==> src/rtl/clock_time_ctrl.sv <==
// Timekeeping controller: 1 Hz / scan / blink enables, HH:MM:SS counters and a
// two-button time-set state machine, all in the single in_50MHz domain.
module clock_time_ctrl #(
    parameter int CLK_HZ       = 50000000,
    parameter int SCAN_HZ      = 1000,
    parameter int DEBOUNCE_CYC = 1000000
) (
    input  logic       in_50MHz,
    input  logic       reset,
    input  logic       btn_mode,
    input  logic       btn_inc,
    output logic [4:0] hours,
    output logic [5:0] minutes,
    output logic [5:0] seconds,
    output logic [1:0] mode,
    output logic       tick_1hz,
    output logic       scan_en,
    output logic       blink
);

    localparam int SCAN_DIV = CLK_HZ / SCAN_HZ;
    localparam int PRESC_W  = $clog2(CLK_HZ + 1);
    localparam int SCAN_W   = $clog2(SCAN_DIV + 1);
    localparam int DEB_W    = $clog2(DEBOUNCE_CYC + 1);

    localparam logic [PRESC_W-1:0] PRESC_LAST = PRESC_W'(CLK_HZ - 1);
    localparam logic [PRESC_W-1:0] PRESC_HALF = PRESC_W'(CLK_HZ / 2 - 1);
    localparam logic [SCAN_W-1:0]  SCAN_LAST  = SCAN_W'(SCAN_DIV - 1);
    localparam logic [DEB_W-1:0]   DEB_LAST   = DEB_W'(DEBOUNCE_CYC - 1);

    typedef enum logic [1:0] {
        ST_RUN     = 2'd0,
        ST_SET_HR  = 2'd1,
        ST_SET_MIN = 2'd2
    } state_t;

    state_t state_reg, state_next;

    logic [PRESC_W-1:0] presc_reg;
    logic [SCAN_W-1:0]  scan_cnt_reg;
    logic               tick_reg, scan_en_reg, blink_reg;
    logic [4:0]         hours_reg;
    logic [5:0]         minutes_reg, seconds_reg;

    logic sec_wrap, half_sec;
    logic advance, inc_hr, inc_min, exit_set;
    logic mode_press, inc_press;

    logic [1:0] raw_btn;
    logic [1:0] press;

    assign raw_btn = {btn_inc, btn_mode};

    // Per button: 2-flop synchroniser, then the accepted level only follows the
    // synced level after it has disagreed for DEBOUNCE_CYC consecutive cycles.
    generate
        for (genvar gi = 0; gi < 2; gi++) begin : g_btn
            logic             sync1_reg, sync2_reg, level_reg, press_reg;
            logic [DEB_W-1:0] cnt_reg;

            always_ff @(posedge in_50MHz) begin
                if (reset) begin
                    sync1_reg <= 1'b0;
                    sync2_reg <= 1'b0;
                    level_reg <= 1'b0;
                    press_reg <= 1'b0;
                    cnt_reg   <= '0;
                end else begin
                    sync1_reg <= raw_btn[gi];
                    sync2_reg <= sync1_reg;
                    press_reg <= 1'b0;
                    if (sync2_reg == level_reg) begin
                        cnt_reg <= '0;
                    end else if (cnt_reg == DEB_LAST) begin
                        level_reg <= sync2_reg;
                        cnt_reg   <= '0;
                        press_reg <= sync2_reg;
                    end else begin
                        cnt_reg <= cnt_reg + 1'b1;
                    end
                end
            end

            assign press[gi] = press_reg;
        end
    endgenerate

    assign mode_press = press[0];
    assign inc_press  = press[1];

    assign sec_wrap = (presc_reg == PRESC_LAST);
    assign half_sec = (presc_reg == PRESC_HALF);

    always_ff @(posedge in_50MHz) begin
        if (reset) begin
            state_reg <= ST_RUN;
        end else begin
            state_reg <= state_next;
        end
    end

    // A mode press always wins over a simultaneous inc press.
    always_comb begin
        state_next = state_reg;
        advance    = 1'b0;
        inc_hr     = 1'b0;
        inc_min    = 1'b0;
        exit_set   = 1'b0;
        case (state_reg)
            ST_RUN: begin
                advance = sec_wrap;
                if (mode_press) state_next = ST_SET_HR;
            end
            ST_SET_HR: begin
                if (mode_press)     state_next = ST_SET_MIN;
                else if (inc_press) inc_hr = 1'b1;
            end
            ST_SET_MIN: begin
                if (mode_press) begin
                    state_next = ST_RUN;
                    exit_set   = 1'b1;
                end else if (inc_press) begin
                    inc_min = 1'b1;
                end
            end
            default: state_next = ST_RUN;
        endcase
    end

    // Leaving set mode realigns the second boundary to the moment of exit.
    always_ff @(posedge in_50MHz) begin
        if (reset || exit_set) begin
            presc_reg <= '0;
            tick_reg  <= 1'b0;
            blink_reg <= 1'b0;
        end else begin
            presc_reg <= sec_wrap ? '0 : presc_reg + 1'b1;
            tick_reg  <= sec_wrap;
            if (sec_wrap || half_sec) blink_reg <= ~blink_reg;
        end
    end

    always_ff @(posedge in_50MHz) begin
        if (reset) begin
            scan_cnt_reg <= '0;
            scan_en_reg  <= 1'b0;
        end else begin
            scan_cnt_reg <= (scan_cnt_reg == SCAN_LAST) ? '0 : scan_cnt_reg + 1'b1;
            scan_en_reg  <= (scan_cnt_reg == SCAN_LAST);
        end
    end

    always_ff @(posedge in_50MHz) begin
        if (reset) begin
            hours_reg   <= '0;
            minutes_reg <= '0;
            seconds_reg <= '0;
        end else if (advance) begin
            if (seconds_reg == 6'd59) begin
                seconds_reg <= '0;
                if (minutes_reg == 6'd59) begin
                    minutes_reg <= '0;
                    hours_reg   <= (hours_reg == 5'd23) ? 5'd0 : hours_reg + 5'd1;
                end else begin
                    minutes_reg <= minutes_reg + 6'd1;
                end
            end else begin
                seconds_reg <= seconds_reg + 6'd1;
            end
        end else if (inc_hr) begin
            hours_reg <= (hours_reg == 5'd23) ? 5'd0 : hours_reg + 5'd1;
        end else if (inc_min) begin
            minutes_reg <= (minutes_reg == 6'd59) ? 6'd0 : minutes_reg + 6'd1;
        end else if (exit_set) begin
            seconds_reg <= '0;
        end
    end

    assign hours    = hours_reg;
    assign minutes  = minutes_reg;
    assign seconds  = seconds_reg;
    assign mode     = state_reg;
    assign tick_1hz = tick_reg;
    assign scan_en  = scan_en_reg;
    assign blink    = blink_reg;

endmodule

==> config.mk <==
export PLATFORM = sky130hd
export DESIGN_NAME = clock_time_ctrl
export DESIGN_NICKNAME = d
export VERILOG_FILES = /design/src/rtl/clock_time_ctrl.sv
export SDC_FILE = /design/constraint.sdc
export NUM_CORES = 1
export LEC_CHECK = 0
export CORE_AREA = 2 2 131 133
export DETAILED_ROUTE_END_ITERATION = 10
export DIE_AREA = 0 0 133 135
export GPL_TIMING_DRIVEN = 0
export MAX_ROUTING_LAYER = met4
export SYNTH_ARGS = -nofsm -noshare
export SYNTH_HDL_FRONTEND = slang
export SYNTH_SLANG_ARGS = --single-unit
export TNS_END_PERCENT = 30
==> constraint.sdc <==
create_clock -name in_50MHz -period 2.98 [get_ports in_50MHz]
set_input_delay 0.596 -clock in_50MHz [delete_from_list [all_inputs] [get_ports in_50MHz]]
set_output_delay 0.596 -clock in_50MHz [all_outputs]
set_load 0.005 [all_outputs]
* Word-level counts from Yosys, hierarchy flattened
Cells that the tools add are included.
Storage, ports and cells: bits in registers 112
Operators by class: $add $sub $neg 7, mux-type cells 26, equality and inequality tests 19, reduce and logical (&&, ||, !) cells 18, bitwise operators 5
Operator list (count):
- $mux 6 | 10
- $add 20x1->20 const B | 2
- $eq 20x20->1 const B | 2
- $add 26x1->26 const B | 1
- $eq 26x25->1 const B | 1
- $eq 26x26->1 const B | 1
- $mux 5 | 5
- $add 16x1->16 const B | 1
- $eq 16x16->1 const B | 1
- $add 6x1->6 const B | 2
- $eq 6x6->1 const B | 2
- $reduce_and 3->1 | 4
- $reduce_or 3->1 | 4
- $ne 2x2->1 const B | 5
- $mux 1 | 7
- $mux 2 | 3
- $pmux 2 s3 | 1
- $reduce_bool 2->1 | 3
- $add 5x1->5 const B | 1
- $eq 5x5->1 const B | 1
- $not 1->1 | 5
- $ne 2x1->1 const B | 2
- $reduce_and 2->1 | 2
- $reduce_or 2->1 | 2
- 5 further kinds | 7

* Depth between registers and ports, before layout
depth in word-level cells 6, mapped depth 8, gate-level depth less buffers 7

* Worst setup path after synthesis
No wires, ideal clock.
kind reg2reg, start point reg presc_reg[0], end point reg hours_reg[3] (netlist: hours[3]), arrival 2.060 ns, period minus slack after synthesis 2.131 ns, required time 2.909 ns, stages on the path, launching flop included 9, path buffers 1, setup slack 0.849 ns, cells stage by stage dfxtp_1 > ha_1 > nand4_1 > nor4_1 > nand4_1 > buf_6 > o21a_4 > or4b_1 > a21oi_1
On the way: cells in the longest elaborated chain, start to end 4
RTL lines:
- start, declared | line 39 | logic [PRESC_W-1:0] presc_reg;
- start signal, assigned | line 137 | presc_reg <= sec_wrap ? '0 : presc_reg + 1'b1;
- $eq 26x26->1 * | line 91 | assign sec_wrap = (presc_reg == PRESC_LAST);
- $mux 1 * | line 109 | case (state_reg)
- $ne 2x1->1 (no source line) or $reduce_bool 2->1 (tied branches)
- $reduce_and 3->1 (no source line)
- end signal, assigned | line 163 | hours_reg <= (hours_reg == 5'd23) ? 5'd0 : hours_reg + 5'd1;
- end signal, assigned | line 171 | hours_reg <= (hours_reg == 5'd23) ? 5'd0 : hours_reg + 5'd1;
- end, declared | line 42 | logic [4:0] hours_reg;
Every way passes the cells marked *; elsewhere a longest branch is shown, timed or not. A chain may end at the register's enable or synchronous reset.

* Worst setup path in the final report
start point reg presc_reg[0], end point reg minutes_reg[4] (netlist: minutes[4])
On the way: cells in the longest elaborated chain, start to end 4
RTL lines:
- $eq 26x26->1 * | line 91
- $mux 1 * | line 109
- $ne 2x2->1 (no source line), or another cell as far along
- $reduce_and 3->1 (no source line)
- end signal, assigned | line 165 | minutes_reg <= minutes_reg + 6'd1;
- end signal, assigned | line 173 | minutes_reg <= (minutes_reg == 6'd59) ? 6'd0 : minutes_reg + 6'd1;
- end, declared | line 43 | logic [5:0] minutes_reg, seconds_reg;
Marked as above.

==> reports/qor.yml <==
status: "completed"
port_buffers: 24
post_cts_buffers: 0
dpl_worst_slack_ns: 0.564
htreeDepth: 3
whs_path_depth: 1
dpl.hpwl_mm: 6.47
ys_ff_latch: 112
die-area_sq_um: 18000
crit_required_ns: 3.23
rows: 47
seqPwrFrac_pct: 51.1
grtUsageTotal_pct: 10.9
hold_violations: 0
avgSynthCellArea_sq_um: 8.70
root_buffer: "clkbuf_16"
fmax_mhz: 411
routed_wl_mm: 9.06
antenna_found_initial: 0
cpPeakStageDelay_ns: 0.41
post-route-util_pct: 34.9
fin_ws_ns: 0.548
fin_cells: 817
insertion_delay_ns: 0.35
start_util_pct: 29.6
ctsHoldBuffers: 0
netlist_instances: 557
cp_slowest_cell: "o21ai_2"
cts_buffers: 9
ys.warnings.count: 0
ant_nets: 0
final.min_clock_period_ns: 2.43
skew_ns: 0.00654
avgViaCountPerCell: 4.52
gp_congestion: 0.749
endpoint_kind: "flip-flop"
worstRegToRegCells: 8
grt_start_max_net_pins: 19
swShare_pct: 20.1
synthesis.nets: 568
largest_reg_flops: 40
p_leak_nw: 1.88
die_h_um: 135
cp_num_cells: 8
dp.cells: 801
arrival_ns: 2.68
critPathMaxFanout: 10
cp-start-kind: "flip-flop"
clkTransAtPathRegs_ns: 0.07
max_slew_margin_pct: 57.4
dr.first_iter.drc_count: 169
p_switching_mw: 0.595
areaGrowthSynthToFinish_pct: 17.9
setup_viol: 0
hold_path_class: "reg -> reg"
whs_ns: 0.438
ioPinCount: 26
routedWlPerCell_um: 11.1
synth_edf_count: 0
clock_path_buffers: 2
min_period_over_period_pct: 81.6
worst_pin_slew_ns: 0.634
fp.dieW_um: 133
grt_pass1_wl_mm: 15.5
crit_chain: "ha_1, nand4_1, nor4_1, nand4_1, buf_6, o21ai_2, o2111ai_1, a32o_1"
overflow: 0
ys_types: 44
diodes: 0
rsz0062_at_grt: "false"
crit_family: "compound AO/OA/AOI/OAI gates"
path_buf_inv: 1
cts_tree: "built"
cts_sinks: 112
crit_top_cell: "nand4_1"
tns_ns: 0
pwr-share-comb_pct: 1.6
synth-seq-area-share_pct: 46.2
final_max_slew_viol_count: 0
cap_violations: 0
vias: 3689
drive_gt1_share_pct: 3.52
async_reset_ff_share_pct: 0
p_clk_share_pct: 47.4
ir_drop_mv: 0.258
power.density_nw_per_um2: 519
crit_type: "reg -> reg"
post-route-drc-count: 0
first_global_vias: 3279
nets: 603
core_sq_um: 16400
synth_flop_cell: "dfxtp_1"
intPower_mw: 2.37
post_cts_resized: 0
syn_area_sq_um: 4850
drt_pass1_iterations: 5
[stage by stage]
stage | power (mW) | instance area [sq um]
2_1_floorplan | 1.58 | 4850
3_3_place_gp | 1.60 | 5360
3_5_place_dp | 1.60 | 5360
4_1_cts | 3.00 | 5720
5_1_grt | 3.07 | 5720
6_report | 2.97 | 5720
[path summary, 6_finish.rpt]
path,from,endpoint,slack [ns]
min,g_btn[0].sync1_reg,g_btn[0].sync2_reg,0.44
max,presc_reg[0],minutes[4],0.55
max reg2reg,presc_reg[0],minutes[4],0.55
min reg2reg,g_btn[0].sync1_reg,g_btn[0].sync2_reg,0.44
[power groups by stage]
stage	logic (mW)	clock network (mW)	registers [mW]
final	0.0463	1.40	1.51
after global routing	0.0527	1.51	1.52
after CTS	0.0472	1.44	1.51
after detailed placement	0.0470	0	1.55
after global placement	0.0465	0	1.55
after floorplan	0.0318	0	1.55
[cells in the final DEF (no fill, tap or decap), types with 7 or more instances in the layout]
master	n
nor4_1	8
nor2b_1	8
nand4_1	20
nand2_1	41
nor2_1	124
ha_1	7
nor3_1	9
clkdlybuf4s50_1	24
clkbuf_16	9
nand3_1	37
xnor2_1	38
or3_1	7
dfxtp_1	112
clkbuf_1	14
a21oi_1	7
o21ai_0	9
and3_1	16
inv_1	10
xor2_1	42
[logic make-up (layout without fill, tap and decap cells)]
| kind of cell | Yosys count | in the layout | share of synthesized area, % |
|---|---|---|---|
| AOI/OAI and AO/OA | 31 | 31 | 4.41 |
| xor gates and xnor gates | 80 | 80 | 14.5 |
| adders and majority gates | 7 | 7 | 1.81 |
| buffers and inverters | 25 | 65 | 2.09 |
| DFF | 112 | 112 | 46.2 |
| muxes | 6 | 6 | 1.24 |
| and+or+nand+nor | 296 | 296 | 29.8 |
[per-layer routing]
metal	share of wire, %	global-route usage, %
met1	51	13.5
met4	0.98	2.87
met5	0	-
met3	3.8	3.53
met2	44	17.2
[worst register-to-register path, delay by kind of cell (launching register included)]
family          cells  cell delay (ns)
flops               1             0.38
buf+inv             1             0.20
simple gates        3             0.63
compound gates      3             0.88
fa+ha+maj           1             0.25
[cell usage after synthesis, drive strengths merged (2+ instances only)]
master	instances	share of area [%]
nor4	9	1.3
nand3b	2	0.31
a21o	2	0.31
or4b	2	0.41
xnor2	38	6.9
a21oi	7	0.72
mux2i	6	1.2
xor2	42	7.6
nand4	20	2.6
nor3b	3	0.46
clkbuf	14	1.1
nand3	37	3.8
nand2	41	3.2
nor2	124	9.6
and3	16	2.1
and2	3	0.39
nor2b	8	1.0
ha	7	1.8
o21ai	10	1.1
dfxtp	112	46
or3	7	0.90
inv	10	0.77
and4	6	1.1
nor4bb	3	0.62
nor4b	2	0.36
nor3	9	0.93
a311oi	2	0.36
[final cells by class]
type,count,area (sq um)
clock buffers,10,239
multi-input cells,420,2500
plain buffers,15,63.8
clock inverters,6,115
flip-flops and latches,112,2240
inverters,10,37.5
well taps,220,275
repair buffers,24,240
fillers,1684,10700
No activity file was read; power rests on OpenSTA's default activity.
